### src/rtl/imem_fetch_ctrl.sv
// Instruction memory port arbiter and boot sequencer:
// host program load over valid/ready, then PC-driven fetch until halt.
module imem_fetch_ctrl #(
  parameter int          ADDR_W    = 6,
  parameter logic [31:0] RESET_PC  = 32'h0000_0000,
  parameter logic [31:0] HALT_WORD = 32'hFFFF_FFFF
) (
  input  logic              clk,
  input  logic              reset,
  input  logic              load_valid,
  output logic              load_ready,
  input  logic [ADDR_W-1:0] load_addr,
  input  logic [31:0]       load_data,
  input  logic              load_last,
  input  logic              run,
  input  logic              stop,
  input  logic [31:0]       next_pc,
  output logic [31:0]       pc,
  output logic              cpu_en,
  output logic [31:0]       instruction,
  output logic [ADDR_W-1:0] mem_addr,
  output logic              mem_we,
  output logic [31:0]       mem_wdata,
  input  logic [31:0]       mem_rdata,
  output logic              busy,
  output logic              fault,
  output logic              loaded,
  output logic [ADDR_W:0]   word_count
);

  typedef enum logic [1:0] {
    S_IDLE,
    S_LOAD,
    S_RUN,
    S_HALT
  } state_t;

  localparam logic [ADDR_W:0] CNT_MAX = {1'b1, {ADDR_W{1'b0}}};

  state_t state, state_d;

  logic in_run;
  logic parked;
  logic xfer;
  logic pc_bad;
  logic hit_halt;
  logic halting;
  logic set_fault;
  logic start;

  assign in_run   = (state == S_RUN);
  assign parked   = (state == S_IDLE) || (state == S_HALT);
  assign xfer     = load_valid & load_ready;
  assign pc_bad   = (|next_pc[1:0]) | (|next_pc[31:ADDR_W+2]);
  assign hit_halt = (mem_rdata == HALT_WORD);
  assign halting  = in_run & (stop | hit_halt | pc_bad);
  // fault only when the bad PC is the reason for stopping
  assign set_fault = in_run & ~stop & ~hit_halt & pc_bad;
  assign start    = parked & ~xfer & run & loaded;

  always_comb begin
    state_d     = state;
    load_ready  = 1'b1;
    cpu_en      = 1'b0;
    instruction = 32'h0000_0000;
    mem_addr    = load_addr;
    mem_we      = xfer;
    mem_wdata   = load_data;
    busy        = 1'b0;
    unique case (state)
      S_IDLE, S_HALT: begin
        if (xfer)
          state_d = load_last ? S_IDLE : S_LOAD;
        else if (start)
          state_d = S_RUN;
      end
      S_LOAD: begin
        busy = 1'b1;
        if (xfer && load_last)
          state_d = S_IDLE;
      end
      S_RUN: begin
        busy        = 1'b1;
        load_ready  = 1'b0;
        mem_we      = 1'b0;
        mem_addr    = pc[ADDR_W+1:2];
        instruction = mem_rdata;
        cpu_en      = ~halting;
        if (halting)
          state_d = S_HALT;
      end
      default: state_d = S_IDLE;
    endcase
  end

  always_ff @(posedge clk) begin
    if (reset) begin
      state      <= S_IDLE;
      pc         <= RESET_PC;
      fault      <= 1'b0;
      loaded     <= 1'b0;
      word_count <= '0;
    end else begin
      state <= state_d;
      if (xfer) begin
        loaded <= load_last;
        if (parked) begin
          word_count <= {{ADDR_W{1'b0}}, 1'b1};
          fault      <= 1'b0;
        end else if (word_count != CNT_MAX) begin
          word_count <= word_count + 1'b1;
        end
      end
      if (start)
        pc <= RESET_PC;
      else if (in_run && !halting)
        pc <= next_pc;
      if (set_fault)
        fault <= 1'b1;
    end
  end

endmodule

### config.mk
export PLATFORM = sky130hd
export DESIGN_NAME = imem_fetch_ctrl
export DESIGN_NICKNAME = d
export VERILOG_FILES = /design/src/rtl/imem_fetch_ctrl.sv
export SDC_FILE = /design/constraint.sdc
export NUM_CORES = 1
export LEC_CHECK = 0
export ABC_CLOCK_PERIOD_IN_PS = 2200
export CORE_ASPECT_RATIO = 2
export CORE_MARGIN = 1
export CORE_UTILIZATION = 27
export CTS_BUF_LIST = sky130_fd_sc_hd__clkbuf_4
export DETAILED_ROUTE_END_ITERATION = 8
export GPL_TIMING_DRIVEN = 0
export MAX_ROUTING_LAYER = met4
export PLACE_DENSITY_LB_ADDON = 0.3
export SLEW_MARGIN = 5
export SYNTH_ARGS = -nofsm -noshare
export SYNTH_HDL_FRONTEND = slang
export SYNTH_SLANG_ARGS = --single-unit
### constraint.sdc
create_clock -name clk -period 2.2 [get_ports clk]
set_input_delay 0.22 -clock clk [delete_from_list [all_inputs] [get_ports clk]]
set_output_delay 0.22 -clock clk [all_outputs]
set_load 0.01 [all_outputs]
### Word-level counts from Yosys, hierarchy flattened

Cells that the tools add are included.

| storage, ports and cells | value |
|---|---|
| bits in writable memories | 0 |
| memory bits (read-only) | 0 |
| latch bits | 0 |
| flip-flop bits (word level) | 43 |
| memories kept | 0 |

| operators by class | value |
|---|---|
| multiply operators | 0 |
| bitwise operators | 15 |
| eq/ne operators | 8 |
| add/subtract/negate cells | 1 |
| magnitude comparators | 0 |
| reduce and logical (&&, ||, !) cells | 16 |
| mux-type cells | 17 |
| div/mod/pow operators | 0 |
| shift-type cells | 0 |

Operators by type and width:

| cell | count |
|---|---|
| $eq A32 B32 Y1 const B | 1 |
| $mux W32 | 1 |
| $reduce_or A24 Y1 | 1 |
| $mux W7 | 2 |
| $and A1 B1 Y1 | 8 |
| $mux W1 | 8 |
| $mux W2 | 4 |
| $reduce_or A2 Y1 | 4 |
| $add A7 B1 Y7 const B | 1 |
| $ne A7 B7 Y1 const B | 1 |
| $mux W6 | 1 |
| $pmux W2 S3 | 1 |
| $reduce_bool A2 Y1 | 3 |
| $eq A2 B2 Y1 const B | 2 |
| $not A1 Y1 | 4 |
| $reduce_and A2 Y1 | 2 |
| $ne A3 B3 Y1 const B | 1 |
| $or A1 B1 Y1 | 3 |
| $reduce_and A3 Y1 | 1 |
| $eq A2 B1 Y1 const B | 1 |
| $logic_and A1 B1 Y1 | 2 |
| $logic_not A2 Y1 | 1 |
| $ne A2 B1 Y1 const B | 1 |
| $ne A2 B2 Y1 const B | 1 |
| other kinds (2) | 2 |

### Logic depth before layout (Yosys ltp)

| logic depth | value |
|---|---|
| depth after elaboration | 10 |
| gate-level depth with buffers | 8 |
| mapped depth without buffers | 8 |

### Worst setup path after synthesis

OpenSTA, ideal clock, no wires.

| timing | value |
|---|---|
| path type | register to register |
| from | register state[0] |
| to | register pc[0] |
| setup slack | 0.102 ns |
| path buffers | 1 |
| data required time | 2.087 ns |
| clock period less this slack | 2.098 ns |
| cell stages (with the launch flop) | 9 |
| data arrival time | 1.985 ns |
| cell sequence | dfxtp_1 > inv_1 > ha_1 > nand2b_1 > inv_1 > o31ai_1 > nor2_4 > buf_6 > and2_4 |

| between the ends | value |
|---|---|
| word-level cells in the longest chain between the ends | 8 |
| elaborated cells on any way between the ends | 14 |
| classes of those cells | 2 x eq/ne; 1 x mux; 6 x bitwise; 5 x reduce/logical |

Ends and longest elaborated chain:

| element | line | text |
|---|---|---|
| start, declared | 40 | `state_t state, state_d;` |
| start signal, assigned | 104 | `state <= state_d;` |
| $eq A2 B2 Y1 | 51, 70 |  |
| $mux W1 | 70 | `unique case (state)` |
| $and A1 B1 Y1 | 53 | `assign xfer = load_valid & load_ready;` |
| $not A1 Y1 | 59 | `assign start = parked & ~xfer & run & loaded;` |
| $and A1 B1 Y1 (3 in series) | 59 |  |
| $reduce_or A2 Y1 (no source line) | -- |  |
| end signal, assigned | 117 | `pc <= next_pc;` |
| end, declared | 18 | `output logic [31:0] pc,` |

Several ways; a longest one is shown, not always the timed one.
A chain may end at the register's enable or synchronous reset.

### Final worst setup path

| timing | value |
|---|---|
| from | register state[0] |
| to | output instruction[16] |

| between the ends | value |
|---|---|
| word-level cells in the longest chain between the ends | 2 |

Ends and longest elaborated chain:

| element | line | text |
|---|---|---|
| $eq A2 B2 Y1 | 70 |  |
| $mux W32 | 70 |  |
| end, declared | 20 | `output logic [31:0] instruction,` |

No other way between the ends.

==> impl_metrics.csv <==
group,metric,value,unit
placed_design,port_buffers,190,
timing,grt_setup_unrepaired,"false",
global_routing,overflow,0,
synth,synthArstFlopShare,0,%
synth,ys_seq_area_share,39.0,%
drt,drc,0,
global_routing,grt_pass1_wl,11300,um
drt,num_vias,2421,
synth,synth_largest_area_cell,"dfxtp_1",
timing,fin_crit_sh,95.7,%
placed_design,dp_cells,527,
critical_path,critPathLaunchType,"flop",
cells_and_area,regArea,862,um^2
synth,synthTopCellsByCount,"44 x and2_1, 43 x dfxtp_1, 32 x buf_4",
timing,min_period,2.10,ns
placed_design,place_ws,-0.535,ns
die,die_x,65.9,um
synth,synthFlopType,"dfxtp_1",
clock_network,cts_sinks,43,
timing,maxSlewHeadroom,69.2,%
synth,ys_ff_latch,43,
timing,tightestPinTransition,0.462,ns
synth,netlist_area,2210,um^2
die,ios,223,
die,die-height,130,um
clock_network,clkTransAtPathRegs,0.14,ns
power,p_per_area,619,nW/um^2
cells_and_area,utilization,55.6,%
drt,ant_nets,0,
critical_path,slowest_stage,"clkdlybuf4s50_1",
timing,hold_slack,0.468,ns
critical_path,cp_data_required_time,1.98,ns
drt,wl,7680,um
synth,synthCells,241,
critical_path,arrival,1.88,ns
die,start_util,27.8,%
cells_and_area,area_growth,100,%
global_routing,antenna_found_initial,1,
cells_and_area,multi_input_area,1090,um^2
timing,setup_slack,0.0953,ns
clock_network,htree_levels,2,
power,finalPower,2.73,mW
synth,syn_area_per_cell,9.15,um^2
synth,synth_top_area_share,39.0,%
die,num_rows,46,
timing,finalSetupTns,0,ns
power,ir_drop,0.338,mV
drt,viasPerCell,4.49,
clock_network,cts_buffers,5,
global_routing,track_usage,18.0,%
synth,yosys-top-cells-area,"dfxtp_1 39%, and2_1 12%, buf_4 11%, and2_4 5.6%, nor2_1 3.2%",
timing,slew_violations,0,
critical_path,cp_cell_sequence,"inv_2 > ha_4 > buf_2 > and2_1 > clkdlybuf4s50_1",
synth,yosys_warnings,0,
clock_network,cts_tree,"built",
drt,drtPass1Iterations,4,
cells_and_area,final_cells,539,
synth,yosysUniqueCellTypes,33,
timing,setup_viol,0,
critical_path,cp_max_fo,10,
critical_path,cp-end-kind,"output pin",
timing,clock-skew-final,0.0188,ns
drt,drt_iter0_markers,30,
status,status,"finished, final reports clean",
flow_run,maxCapViolCount,0,
synth,synth_fp_nets,353,
global_routing,grt_pass1_vias,2362,
clock_network,clockRootBuffer,"clkbuf_4",
synth,synth_enable_flop_cells,0,
critical_path,crit_type,"reg2out",
critical_path,max_stage_delay,0.56,ns
cells_and_area,final_cell_area,4420,um^2
cells_and_area,fill_cells,768,
clock_network,worstSkewPairLatency,0.37,ns
cells_and_area,drive_gt1_share,18.3,%
worst_hold_path,hold_path.class,"in2reg",
cells_and_area,finalNetCount,554,
timing,hold_violations,0,
synth,yosysMostFrequentCell,"and2_1",
drt,wl_per_cell,14.2,um
global_routing,grt_max_degree,13,
placed_design,gp_congestion,0.741,
clock_network,clockBufferDepth,2,
timing,fmax,475,MHz
placed_design,dpl_cell_area,4230,um^2
die,floorplan.die_area,8560,um^2
die,coreArea,7940,um^2
power,power.leakage,1.84,nW
placed_design,dpl.hpwl,6440,um
-- critical path, delay by kind of cell, from the launching register on --
| family | cells | cell delay (ns) |
|---|---|---|
| adder cells (fa/ha/maj) | 1 | 0.16 |
| buffers and inverters | 3 | 0.82 |
| flip-flops | 1 | 0.35 |
| AND/OR/NAND/NOR | 1 | 0.18 |
-- power by group --
part / total (mW) / leakage [nW] / switching [mW] / internal (mW)
combinational: 1.39 / 1.45 / 0.592 / 0.800
clock: 0.504 / 0.0417 / 0.257 / 0.247
sequential: 0.838 / 0.348 / 0.0293 / 0.809
total: 2.73 / 1.84 / 0.879 / 1.86
-- state kept, by name, summed over array words and instances, names as in the netlist --
signal,count
loaded,1
state,2
pc,32
word_count,7
fault,1
-- worst paths after layout --
kind | from | end | slack (ns) | cells after the start
setup / recovery | state[0] | instruction[16] | 0.1 | 5
hold / removal | load_last | loaded | 0.47 | 3
setup reg to reg | state[0] | pc[24] | 0.22 | 9
hold reg to reg | pc[8] | pc[8] | 0.47 | 1
-- cells by family after synthesis --
kind of cell | after synthesis | synth area share (%)
muxes | 12 | 5.79
and+or+nand+nor | 113 | 31.1
adders and majority gates | 4 | 2.27
AOI/OAI and AO/OA | 17 | 5.73
xor gates and xnor gates | 5 | 1.99
DFF | 43 | 39.0
buffers and inverters | 47 | 14.1
-- routing by layer --
metal	track usage, %	routed length, um	vias to the layer above
met3	4.02	761	16
met2	34.9	4300	148
met4	9.46	235	0
met1	15.1	2380	1087
li1	-	-	1170
met5	-	0	-
-- cells in the final DEF (no fill, tap or decap), types with 7 or more instances in the layout --
cell type        count
clkdlybuf4s50_1    173
and2_1              44
dfxtp_1             42
buf_4               36
nor2_1              18
and2_4              14
nand4_1             11
dlygate4sd2_1       10
inv_1                7
nand2_1              7
dlymetal6s2s_1       7
-- timing repair --
item | CTS | global route
endpoints found under the setup margin | 74 | 10
pin swaps | 1 | 0
hold buffers | 0 | 0
gates resized for setup | 28 | 10
setup buffers | 2 | 2
-- layout make-up --
class | count | share of cell area (%)
clock inverters | 1 | 0.680
diodes | 1 | 0.0567
well taps | 96 | 2.72
inverters | 9 | 0.765
multi-input cells | 151 | 24.6
plain buffers | 38 | 6.80
clock buffers | 6 | 1.02
repair buffers | 194 | 43.9
flip-flops and latches | 43 | 19.5
Note: power is estimated with default switching activity, not from simulation.
